==> src/rtl/instr_encoder_if.sv <==
// Request and instruction-memory write bus of the MIPS instruction encoder.
// Pure wiring, no latency.
// in_valid/in_ready on the request side; mem_we held until mem_ack on the write side.
interface instr_encoder_if;
  logic        in_valid;
  logic        in_ready;
  logic [3:0]  op;
  logic [4:0]  rs;
  logic [4:0]  rt;
  logic [4:0]  rd;
  logic [25:0] imm;
  logic        base_load;
  logic [31:0] base_addr;
  logic        mem_we;
  logic [31:0] mem_addr;
  logic [31:0] mem_data;
  logic        mem_ack;
  logic        err;
  logic [15:0] count;

  // Stimulus / requester side
  modport master (
    output in_valid, op, rs, rt, rd, imm, base_load, base_addr, mem_ack,
    input  in_ready, mem_we, mem_addr, mem_data, err, count
  );

  // Encoder side
  modport slave (
    input  in_valid, op, rs, rt, rd, imm, base_load, base_addr, mem_ack,
    output in_ready, mem_we, mem_addr, mem_data, err, count
  );
endinterface

==> src/rtl/instr_encoder.sv <==
// Encodes MIPS mnemonics into 32-bit words, queues them, writes them to instruction memory.
// Latency: request accepted at edge N -> mem_we from edge N+1; back-to-back writes without bubbles.
// Backpressure: in_ready drops when the FIFO is full; writes hold stable until mem_ack.
module instr_encoder #(
  parameter int DEPTH = 4
) (
  input  logic            clk,
  input  logic            reset,
  instr_encoder_if.slave  bus
);

  localparam int AW = $clog2(DEPTH);
  localparam logic [AW:0] PTR_ONE  = {{AW{1'b0}}, 1'b1};
  localparam logic [AW:0] FULL_OCC = (AW+1)'(DEPTH);

  typedef enum logic {IDLE, WRITE} state_t;

  state_t      state;
  logic [31:0] fifo_mem [DEPTH];
  logic [AW:0] wr_ptr;
  logic [AW:0] rd_ptr;
  logic [AW:0] rd_nxt;
  logic [AW:0] occ;
  logic        full;
  logic        empty;
  logic        more;
  logic        legal;
  logic        enq;
  logic        pop;
  logic [31:0] enc_word;
  logic [31:0] addr_cnt;
  logic [31:0] addr_nxt;
  logic [31:0] mem_addr_q;
  logic [31:0] mem_data_q;
  logic        mem_we_q;
  logic        err_q;
  logic [15:0] count_q;

  // Pointers carry one extra bit so full and empty are distinguishable.
  assign occ      = wr_ptr - rd_ptr;
  assign full     = (occ == FULL_OCC);
  assign empty    = (occ == '0);
  assign more     = (occ > PTR_ONE);
  assign rd_nxt   = rd_ptr + PTR_ONE;
  assign addr_nxt = addr_cnt + 32'd4;
  assign legal    = (bus.op <= 4'd9);
  // in_ready depends only on occupancy, never on a same-cycle pop.
  assign enq      = bus.in_valid & ~full & legal;
  assign pop      = (state == WRITE) & bus.mem_ack;

  assign bus.in_ready = ~full;
  assign bus.mem_we   = mem_we_q;
  assign bus.mem_addr = mem_addr_q;
  assign bus.mem_data = mem_data_q;
  assign bus.err      = err_q;
  assign bus.count    = count_q;

  // Build the instruction word; fields an encoding does not use are forced to zero.
  always_comb begin
    enc_word = 32'd0;
    case (bus.op)
      4'd0: enc_word = {6'b000000, bus.rs, bus.rt, bus.rd, 5'b00000, 6'b100000};
      4'd1: enc_word = {6'b000000, bus.rs, bus.rt, bus.rd, 5'b00000, 6'b100001};
      4'd2: enc_word = {6'b001000, bus.rs, bus.rt, bus.imm[15:0]};
      4'd3: enc_word = {6'b001001, bus.rs, bus.rt, bus.imm[15:0]};
      4'd4: enc_word = {6'b100011, bus.rs, bus.rt, bus.imm[15:0]};
      4'd5: enc_word = {6'b101011, bus.rs, bus.rt, bus.imm[15:0]};
      4'd6: enc_word = {6'b000100, bus.rs, bus.rt, bus.imm[15:0]};
      4'd7: enc_word = {6'b000010, bus.imm};
      4'd8: enc_word = {6'b000011, bus.imm};
      4'd9: enc_word = {6'b000000, bus.rs, 15'd0, 6'b001000};
      default: enc_word = 32'd0;
    endcase
  end

  // FIFO storage; stale entries are harmless because the pointers reset.
  always_ff @(posedge clk) begin
    if (enq) begin
      fifo_mem[wr_ptr[AW-1:0]] <= enc_word;
    end
  end

  // FIFO pointers; simultaneous push and pop leave occupancy unchanged.
  always_ff @(posedge clk) begin
    if (reset) begin
      wr_ptr <= '0;
      rd_ptr <= '0;
    end else begin
      if (enq) wr_ptr <= wr_ptr + PTR_ONE;
      if (pop) rd_ptr <= rd_ptr + PTR_ONE;
    end
  end

  // Write FSM with registered memory outputs, address counter, write count and error pulse.
  always_ff @(posedge clk) begin
    if (reset) begin
      state      <= IDLE;
      mem_we_q   <= 1'b0;
      mem_addr_q <= 32'd0;
      mem_data_q <= 32'd0;
      addr_cnt   <= 32'd0;
      count_q    <= 16'd0;
      err_q      <= 1'b0;
    end else begin
      err_q <= bus.in_valid & ~full & ~legal;
      case (state)
        IDLE: begin
          if (!empty) begin
            state      <= WRITE;
            mem_we_q   <= 1'b1;
            mem_addr_q <= addr_cnt;
            mem_data_q <= fifo_mem[rd_ptr[AW-1:0]];
          end else if (bus.base_load) begin
            // A request accepted this same edge is written at the new base.
            addr_cnt <= bus.base_addr;
          end
        end
        WRITE: begin
          if (bus.mem_ack) begin
            addr_cnt <= addr_nxt;
            count_q  <= count_q + 16'd1;
            if (more) begin
              mem_addr_q <= addr_nxt;
              mem_data_q <= fifo_mem[rd_nxt[AW-1:0]];
            end else begin
              state    <= IDLE;
              mem_we_q <= 1'b0;
            end
          end
        end
        default: state <= IDLE;
      endcase
    end
  end

endmodule
==> src/flat_wrapper.sv <==
// flat-port wrapper written by rule: the top's interface ports become plain ports
module instr_encoder_flat 
#(
  parameter int DEPTH = 4
)
  (clk, reset, bus_in_valid, bus_op, bus_rs, bus_rt, bus_rd, bus_imm, bus_base_load, bus_base_addr, bus_mem_ack, bus_in_ready, bus_mem_we, bus_mem_addr, bus_mem_data, bus_err, bus_count);
  instr_encoder_if bus_i ();
  input  logic clk;
  input  logic reset;
  input wire logic [$bits(bus_i.in_valid)-1:0] bus_in_valid;
  input wire logic [$bits(bus_i.op)-1:0] bus_op;
  input wire logic [$bits(bus_i.rs)-1:0] bus_rs;
  input wire logic [$bits(bus_i.rt)-1:0] bus_rt;
  input wire logic [$bits(bus_i.rd)-1:0] bus_rd;
  input wire logic [$bits(bus_i.imm)-1:0] bus_imm;
  input wire logic [$bits(bus_i.base_load)-1:0] bus_base_load;
  input wire logic [$bits(bus_i.base_addr)-1:0] bus_base_addr;
  input wire logic [$bits(bus_i.mem_ack)-1:0] bus_mem_ack;
  output wire logic [$bits(bus_i.in_ready)-1:0] bus_in_ready;
  output wire logic [$bits(bus_i.mem_we)-1:0] bus_mem_we;
  output wire logic [$bits(bus_i.mem_addr)-1:0] bus_mem_addr;
  output wire logic [$bits(bus_i.mem_data)-1:0] bus_mem_data;
  output wire logic [$bits(bus_i.err)-1:0] bus_err;
  output wire logic [$bits(bus_i.count)-1:0] bus_count;
  assign bus_i.in_valid = bus_in_valid;
  assign bus_i.op = bus_op;
  assign bus_i.rs = bus_rs;
  assign bus_i.rt = bus_rt;
  assign bus_i.rd = bus_rd;
  assign bus_i.imm = bus_imm;
  assign bus_i.base_load = bus_base_load;
  assign bus_i.base_addr = bus_base_addr;
  assign bus_i.mem_ack = bus_mem_ack;
  assign bus_in_ready = bus_i.in_ready;
  assign bus_mem_we = bus_i.mem_we;
  assign bus_mem_addr = bus_i.mem_addr;
  assign bus_mem_data = bus_i.mem_data;
  assign bus_err = bus_i.err;
  assign bus_count = bus_i.count;
  instr_encoder #(.DEPTH(DEPTH)) u_core (.clk(clk), .reset(reset), .bus(bus_i));
endmodule
==> config.mk <==
export PLATFORM = sky130hd
export DESIGN_NAME = instr_encoder_flat
export DESIGN_NICKNAME = d
export VERILOG_FILES = /design/src/rtl/instr_encoder_if.sv /design/src/rtl/instr_encoder.sv /design/src/flat_wrapper.sv
export SDC_FILE = /design/constraint.sdc
export NUM_CORES = 1
export LEC_CHECK = 0
export ABC_AREA = 1
export CAP_MARGIN = 0
export CORE_ASPECT_RATIO = 1.5
export CORE_MARGIN = 5
export CORE_UTILIZATION = 51
export DETAILED_ROUTE_END_ITERATION = 12
export HOLD_SLACK_MARGIN = 0.06
export PLACE_DENSITY_LB_ADDON = 0.3
export SETUP_SLACK_MARGIN = 0.1
export SLEW_MARGIN = 15
export SYNTH_ARGS = -nofsm -noshare
export SYNTH_HDL_FRONTEND = slang
export SYNTH_SLANG_ARGS = --single-unit
==> constraint.sdc <==
create_clock -name clk -period 3.3 [get_ports clk]
set_clock_uncertainty 0.05 [all_clocks]
set_input_delay 0.66 -clock clk [delete_from_list [all_inputs] [get_ports clk]]
set_output_delay 0.66 -clock clk [all_outputs]
set_load 0.02 [all_outputs]
==> reports/results.ini <==
[status]
status = finished clean

[yosys]
synth_largest_area_cell = edfxtp_1
synth-main-ff-cell = edfxtp_1
synth_edf_count = 124
ys_seq_area_frac = 0.475
yosys.cell_types.count = 39
synth_nets = 1896
synth_warnings = 0
synth_cells = 1805
synthesis.area_sq_um = 13000
ys_ff_latch = 246
synth_top_area_frac = 0.287
async_flop_share = 0
synthTopCellsByArea = edfxtp_1 29%, dfxtp_1 19%, nand2_1 13%
syn_avg_cell_area_sq_um = 7.19

[floorplan]
fp-row-count = 71
fp.dieH_microns = 205
io_pins = 165
dieArea_sq_um = 28800
die_w_microns = 140
core_sq_um = 25100
start_util = 0.518

[final_layout]
multiInputGateArea_sq_um = 5480
area_growth_pct = 21.7
n_antenna_cell = 0
drive_gt1_frac = 0.0508
final_common_cell = nand2_1
layout.area.seq_sq_um = 6170
mostFrequentLayoutCells = 453 x nand2_1, 249 x nor2_1, 235 x inv_1
fillers = 2189
fin_nets = 2020
final_area_sq_um = 15800

[routing]
first_pass_iters = 6
drcViolationCount = 0
via_per_inst = 5.33
wl_per_cell_microns = 15.4
drt-initial-drc-count = 1041
num_vias = 12116
wirelength_microns = 35000
ant_nets = 0

[power]
peakVddDrop_v = 0.000460
power_density_nw_per_um2 = 770
p_leak_nw = 6.68

[setup_path]
cp-start-kind = flip-flop
crit_path_end_kind = output port
setup.worst_path.class = flip-flop to output port
crit_fanout = 5
max_stage_delay_ns = 0.53
crit_top_cell = inv_1
reg2reg_slack_ns = 0.79
cp_slowest_cell = fa_1
path_cells = inv_1 > ha_1 > fa_1 > nand2_1 > inv_1 > nand3_1 > clkbuf_2
critPathArrivalTime_ns = 2.26
crit_required_ns = 2.59

[sta]
setup_viol = 0
slew_violations = 0
setup_tns_ns = 0
worstMarginPinSlew_ns = 0.886
relSlewSlack = 0.409
report.final.hold_viol_count = 0
fin_crit_ns = 2.97
fmax_mhz = 336
rsz0062_at_grt = false
fin_crit_sh = 0.901

[grt]
globalRouteTotalUtil = 0.234
grt_pass1_vias = 11526
antenna_found_initial = 0
grt_max_degree = 76
grt_pass1_wl_microns = 55800
grt_overflow = 0

[placement]
placed_cell_area_sq_um = 14900
dp_hpwl_microns = 23000
io_buffers = 163
place.gp.congestion = 0.925

[clocking]
cts_tree = yes
holdBufCountCts = 0
cts.sink_count = 246
clockRootBuffer = clkbuf_16
cts_setup_buffers = 0
htree_levels = 1
cts_buffers = 24
ctsLongestPathBuffers = 3
path_clk_slew_ns = 0.07
clk_latency_ns = 0.52

[job]
drv_cap = 0

[hold_path]
hp-class = flip-flop to flip-flop

## cells by family (layout without fill, tap and decap cells)
family	count (synthesis)	after routing	synth area share
and+or+nand+nor	800	800	0.247
other	1	1	0.000289
AOI/OAI and AO/OA	411	411	0.162
DFF	246	246	0.475
buffers and inverters	334	476	0.104
adders and majority gates	9	9	0.00926
xor gates and xnor gates	4	4	0.00270
## through the flow
stage / hold WS [ns] / std cells / utilization / total power (W) / setup WS [ns]
finish: 0.407 / 2275 / 0.630 / 0.0122 / 0.326
global route: 0.419 / 2275 / 0.630 / 0.0130 / 0.198
CTS: 0.407 / 2275 / 0.630 / 0.0122 / 0.149
detailed placement: 0.399 / 2231 / 0.595 / 0.00916 / 0.421
global placement: 0.381 / 2231 / 0.595 / 0.00906 / 0.437
floorplan: 0.374 / 1805 / - / 0.00747 / -0.188
## registers in the layout, indices dropped and copies added, names as in the netlist, named ones only
register / cells
u_core.addr_cnt: 32
u_core.bus.count: 16
u_core.bus.err: 1
u_core.bus.mem_addr: 32
u_core.bus.mem_data: 31
u_core.bus.mem_we: 1
u_core.fifo_mem: 124
u_core.rd_ptr: 3
u_core.state: 1
u_core.wr_ptr: 3
## per-layer routing
metal / vias up / wire length [microns] / track usage
li1: 6019 / - / -
met1: 5542 / 13400 / 0.271
met2: 459 / 18000 / 0.429
met3: 96 / 2260 / 0.0260
met4: 0 / 1340 / 0.110
met5: - / 0 / 0
## report_power, final
| group | leakage, nW | switching [W] | internal (W) | total (W) |
|---|---|---|---|---|
| clock | 0.423 | 0.00118 | 0.00186 | 0.00303 |
| combinational | 4.10 | 0.00304 | 0.00181 | 0.00485 |
| sequential | 2.15 | 0.000442 | 0.00383 | 0.00428 |
| total | 6.68 | 0.00466 | 0.00750 | 0.0122 |
## synth_stat cells (all sizes together), types with 2 or more instances
| master | instances |
|---|---|
| o22ai | 5 |
| nor3 | 4 |
| ha | 8 |
| o21a | 2 |
| o21ai | 229 |
| nor2 | 262 |
| nand3b | 3 |
| buf | 43 |
| a21oi | 168 |
| clkbuf | 49 |
| clkinv | 3 |
| xor2 | 3 |
| nand4 | 5 |
| nand2 | 459 |
| o21bai | 2 |
| inv | 239 |
| edfxtp | 124 |
| dfxtp | 122 |
| nand3 | 66 |
## path summary, 6_finish.rpt
path | startpoint | endpoint | depth (start not counted)
worst max register to register | u_core.wr_ptr[0]$_SDFFE_PP0P_ | u_core.fifo_mem[1][8]$_DFFE_PP_ | 9
worst max-delay path | u_core.wr_ptr[0]$_SDFFE_PP0P_ | bus_in_ready | 7
worst min-delay path | u_core.addr_cnt[1]$_SDFFE_PP0P_ | u_core.addr_cnt[1]$_SDFFE_PP0P_ | 2
worst min register to register | u_core.addr_cnt[1]$_SDFFE_PP0P_ | u_core.addr_cnt[1]$_SDFFE_PP0P_ | 2
## worst max-delay path, delay by kind of cell, from the launching register on
family                     cells  cell delay (ns)
buffers and inverters          3             0.42
DFF                            1             0.36
adders and majority gates      2             0.74
and+or+nand+nor                2             0.22
## layout make-up
type | count | area share
flip-flops and latches | 246 | 0.391
well taps | 328 | 0.0260
repair buffers | 190 | 0.123
clock buffers | 27 | 0.0401
clock inverters | 17 | 0.0158
inverters | 242 | 0.0575
multi-input cells | 1225 | 0.347
## what timing repair did
action | CTS | global route
gates cloned | 0 | 0
gates resized for setup | 1 | 2
setup endpoints to repair | 1 | 1
No activity file was read; power rests on OpenSTA's default activity.
